**config.mk**
```make
export PLATFORM = sky130hd
export DESIGN_NAME = music_sequencer
export DESIGN_NICKNAME = d
export VERILOG_FILES = /design/src/rtl/music_sequencer.sv
export SDC_FILE = /design/constraint.sdc
export NUM_CORES = 1
export LEC_CHECK = 0
export CORE_AREA = 2 2 212 214
export DETAILED_ROUTE_END_ITERATION = 10
export DIE_AREA = 0 0 214 216
export DONT_BUFFER_PORTS = 1
export PLACE_DENSITY = 0.3
export SYNTH_ARGS = -nofsm -noshare
export SYNTH_HDL_FRONTEND = slang
export SYNTH_SLANG_ARGS = --single-unit
```
**constraint.sdc**
```tcl
create_clock -name clk -period 8.1 [get_ports clk]
set_input_delay 1.62 -clock clk [delete_from_list [all_inputs] [get_ports clk]]
set_output_delay 1.62 -clock clk [all_outputs]
set_load 0.005 [all_outputs]
```
**src/rtl/music_sequencer.sv**
```systemverilog
// Song playback scheduler: decodes key presses into play/pause/stop/speed/loop
// commands and steps the music ROM beat address at a divisor-counted tempo.
module music_sequencer #(
  parameter int ADDR_W     = 9,
  parameter int SONG_LEN   = 512,
  parameter int NORMAL_DIV = 4194304,
  parameter int FAST_DIV   = 2097152
) (
  input  logic              clk,
  input  logic              rst,
  input  logic [511:0]      key_down,
  input  logic [8:0]        last_change,
  input  logic              key_valid,
  output logic [ADDR_W-1:0] beat_addr,
  output logic              beat_tick,
  output logic              playing,
  output logic              paused,
  output logic              speed_fast,
  output logic              loop_en,
  output logic              song_done
);
  localparam int CNT_W = (NORMAL_DIV > 1) ? $clog2(NORMAL_DIV) : 1;
  localparam logic [CNT_W-1:0]  NORM_M1 = CNT_W'(NORMAL_DIV - 1);
  localparam logic [CNT_W-1:0]  FAST_M1 = CNT_W'(FAST_DIV - 1);
  localparam logic [ADDR_W-1:0] LAST    = ADDR_W'(SONG_LEN - 1);

  localparam logic [8:0] K_Z = 9'h01A;
  localparam logic [8:0] K_X = 9'h022;
  localparam logic [8:0] K_P = 9'h04D;
  localparam logic [8:0] K_S = 9'h01B;
  localparam logic [8:0] K_L = 9'h04B;

  typedef enum logic [1:0] {ST_STOP, ST_PLAY, ST_PAUSE} state_t;

  state_t            r_state;
  logic [CNT_W-1:0]  r_cnt;
  logic [ADDR_W-1:0] r_addr;
  logic              r_tick, r_done, r_playing, r_paused, r_fast, r_loop;

  logic              w_press, w_cmd_s, w_cmd_p, w_term;
  logic [CNT_W-1:0]  w_div_m1;

  assign w_press  = key_valid && key_down[last_change];
  assign w_cmd_s  = w_press && (last_change == K_S);
  assign w_cmd_p  = w_press && (last_change == K_P);
  assign w_div_m1 = r_fast ? FAST_M1 : NORM_M1;
  // >= rather than == so a mid-beat switch to fast past the new limit ticks at once
  assign w_term   = (r_cnt >= w_div_m1);

  always_ff @(posedge clk or posedge rst) begin
    if (rst) begin
      r_state   <= ST_STOP;
      r_cnt     <= '0;
      r_addr    <= '0;
      r_tick    <= 1'b0;
      r_done    <= 1'b0;
      r_playing <= 1'b0;
      r_paused  <= 1'b0;
      r_fast    <= 1'b0;
      r_loop    <= 1'b0;
    end else begin
      r_tick <= 1'b0;
      r_done <= 1'b0;

      if (w_press && last_change == K_Z) r_fast <= 1'b0;
      if (w_press && last_change == K_X) r_fast <= 1'b1;
      if (w_press && last_change == K_L) r_loop <= ~r_loop;

      if (w_cmd_s) begin
        r_state   <= ST_STOP;
        r_playing <= 1'b0;
        r_paused  <= 1'b0;
        r_addr    <= '0;
        r_cnt     <= '0;
      end else if (w_cmd_p) begin
        case (r_state)
          ST_STOP: begin
            r_state   <= ST_PLAY;
            r_playing <= 1'b1;
            r_paused  <= 1'b0;
            r_cnt     <= '0;
          end
          ST_PLAY: begin
            r_state   <= ST_PAUSE;
            r_playing <= 1'b0;
            r_paused  <= 1'b1;
          end
          default: begin
            r_state   <= ST_PLAY;
            r_playing <= 1'b1;
            r_paused  <= 1'b0;
          end
        endcase
      end else if (r_state == ST_PLAY) begin
        if (w_term) begin
          r_cnt  <= '0;
          r_tick <= 1'b1;
          if (r_addr != LAST) begin
            r_addr <= r_addr + ADDR_W'(1);
          end else begin
            r_addr <= '0;
            r_done <= 1'b1;
            if (!r_loop) begin
              r_state   <= ST_STOP;
              r_playing <= 1'b0;
            end
          end
        end else begin
          r_cnt <= r_cnt + CNT_W'(1);
        end
      end
    end
  end

  assign beat_addr  = r_addr;
  assign beat_tick  = r_tick;
  assign playing    = r_playing;
  assign paused     = r_paused;
  assign speed_fast = r_fast;
  assign loop_en    = r_loop;
  assign song_done  = r_done;
endmodule

```
==> impl_metrics.ini <==
[run_status]
outcome = complete, no violations

[sta]
finalCritPeriodShare_pct = 56.12
final_max_slew_viol_count = 0
tightest_slew_ps = 1037
hold_violations = 0
timing.fmax_ghz = 0.2200
period_minus_slack_ps = 4546
rsz0062_at_grt = false
slew_headroom_pct = 30.85
hold-worst-slack_ps = 522.6
tns_ps = 0
setup_violations = 0
fin_skew_ps = 7.558

[grt]
grt_pass1_vias = 4549
antenna_found_initial = 6
grt_max_degree = 79
track_usage_pct = 9.752
overflow = 0
grt_pass1_wl_mm = 32.50

[clock_tree]
cts_setup_buffers = 0
htreeDepth = 2
cts-hold-fix-buffers = 0
cts_made_buffers = 5
clk_root_buffer_cell = clkbuf_16
cts_resized = 0
worstSkewPairLatency_ps = 290
cts_tree = done
clk_path_buf_depth = 2
path_clk_slew_ps = 70
cts_sinks = 38

[floorplan]
die_y_um = 216
start_util_pct = 10.88
dieArea_um2 = 46220
placementRows = 77
io_pins = 539
die_w_um = 214
core_um2 = 43840

[setup_path]
cp-start-kind = input pin
startpoint = last_change[0]
cpPeakStageDelay_ps = 800
criticalPathCategory = in -> reg
crit_required_ps = 8320
arrival_ps = 4760
cp-end-kind = flip-flop
path_delay_family = compound AO/OA/AOI/OAI gates
critPathBufInv = 0
crit_fanout = 78
cpMaxStageDelayCell = nor3_4
timing.rr.start = r_cnt[0]
path_cells = mux4_2 -> a22o_1 -> a211o_1 -> a311oi_2 -> o2bb2ai_1 -> a21boi_2 -> nor3_4 -> nand4b_1 -> o211ai_1

[power]
vdd_ir_drop_max_v = 0.00009078
clockPowerShare_pct = 39.1
p_sw_share_pct = 28.72
internal_power_uw = 427.2
power_frac_comb_pct = 25.5
p_leak_uw = 0.001886
powerDensity_nw_per_um2 = 109.8
share_seq_of_total_power_pct = 35.4
p_sw_uw = 172.1

[route]
ant_nets = 0
wirelength_mm = 23.14
drt_iter0_drc = 233
vias_per_cell = 3.938
dr_total_vias = 4182
wl_per_cell_um = 21.79
drcViolationCount = 0
first_pass_iters = 4

[job]
maxCapViolCount = 0

[placement]
port_buffers = 0
place.gp.congestion = 0.8192
placed_cells = 1050
hpwl_mm = 18.29

[yosys]
yosys_most_used_dff = dfrtp_1
ys_seq_area_share_pct = 19.93
yosysTopAreaCell = dfrtp_1
syn-cell-area_um2 = 4771
synth_edf_count = 0
ys_seq_elements = 38
synth_fp_nets = 1023
async_flop_share_pct = 100.0
netlist_top_cells_area = dfrtp_1 (20%), mux4_2 (18%), mux2_2 (6.8%)
synth_warnings = 0
synth_top_area_share_pct = 19.93
syn_inst = 495
synth_cell_types = 82
avgSynthCellArea_um2 = 9.638

[hold_path]
min_from = r_state[1]
min_path_type = reg -> reg

[cells_and_area]
drive_gt1_share_pct = 20.60
area_growth_pct = 14.40
fin_util_pct = 12.45
final_cells = 1062
nNetsFinal = 993
[flip-flops by register name (all words and copies together), names as in the netlist]
signal and count:
beat_addr 9, beat_tick 1, loop_en 1, paused 1, r_cnt 22, r_state 2
song_done 1, speed_fast 1
[Yosys cell counts (3+ instances only)]
cell	count
a221oi_1	3
dfrtp_1	38
nand4_1	16
mux4_1	3
nor4_1	4
nor2b_1	10
nand2b_1	12
o221ai_1	4
a31oi_1	3
nand2_1	42
nor2_1	32
a21oi_1	7
mux2_2	29
and4_1	3
mux2i_1	22
a22oi_1	7
o22ai_1	4
a311oi_1	3
o2111ai_1	4
ha_1	4
nand3_1	36
nor3_1	14
clkbuf_1	10
and2_1	3
or3b_1	12
buf_4	4
o21ai_0	13
buf_2	14
a211o_1	6
buf_6	8
and3_1	10
inv_1	8
mux4_2	38
a222oi_1	4
nand4b_1	5
[stage by stage]
stage | total power, uW | instance area, um2 | setup slack [ps]
finish | 599.3 | 5458 | 3554
global route | 633.6 | 5455 | 3389
CTS | 617.5 | 5448 | 3524
detailed placement | 374.0 | 5278 | 3201
global placement | 374.9 | 5278 | 3157
floorplan | 351.9 | 4771 | 4097
[worst register-to-register path, cell delays in order, from the launching register on]
cell and delay [ps]:
dfrtp_1 390, ha_1 230, nand3_1 140, nor4_1 690
nand3_1 240, nor2_1 310, a41oi_2 470, nor2_1 420
a22oi_2 260, a211o_1 350
[area by class of cell]
type                            instances  area (um2)
Tap cell                              592       740.7
Inverter                                8       30.03
Antenna cell                            4       10.01
Timing Repair Buffer                    2       15.01
Clock inverter                          3       45.04
Sequential cell                        38       950.9
Clock buffer                            5       125.1
Multi-Input combinational cell        410        3541
Fill cell                            5014       38380
[per-layer routing]
layer,up-vias,routed length (um),global-route usage [%]
li1,1920,-,-
met1,2004,8985,11.32
met2,228,11540,17.19
met3,28,1842,2.636
met4,2,760,3.450
met5,-,13,0
[kinds of logic after synthesis]
group | count (synthesis) | share of synthesized area, %
multiplexers | 93 | 31.37
XOR/XNOR | 2 | 0.3672
buffers and inverters | 47 | 6.216
AO/OA/AOI/OAI | 93 | 15.58
AND/OR/NAND/NOR | 218 | 25.49
flip-flops | 38 | 19.93
adder cells (fa/ha/maj) | 4 | 1.049
[cell usage in the layout, fill, tap and decap left out, drive strengths merged, types with 5 or more instances in the layout]
cell type | synthesis | layout
a211o | 6 | 6
a21oi | 7 | 7
a22oi | 8 | 8
and3 | 10 | 10
clkbuf | 10 | 5
dfrtp | 38 | 38
inv | 8 | 8
mux2 | 30 | 30
mux2i | 22 | 22
mux4 | 41 | 41
nand2 | 42 | 42
nand2b | 12 | 12
nand3 | 37 | 37
nand4 | 17 | 17
nand4b | 5 | 5
nor2 | 32 | 32
nor2b | 10 | 10
nor3 | 15 | 15
o21ai | 14 | 14
or3b | 13 | 13
[worst paths after layout]
| check | end | slack, ps | cells past startpoint |
|---|---|---|---|
| max | r_cnt[3] | 3550 | 9 |
| max reg2reg | beat_addr[6] | 4490 | 9 |
| min | r_state[1] | 520 | 2 |
| min in group asynchronous | r_cnt[3] | 1370 | 2 |
| min reg2reg | r_state[1] | 520 | 2 |
| max in group asynchronous | beat_addr[5] | 6350 | 2 |
[power groups by stage]
stage / registers (uW) / logic (uW) / clock network (uW)
after floorplan: 211 / 141 / 0
after global placement: 216 / 159 / 0
after detailed placement: 216 / 158 / 0
after CTS: 212 / 159 / 246
after global routing: 214 / 169 / 250
final: 212 / 153 / 234
Note: power is estimated with default switching activity, not from simulation.
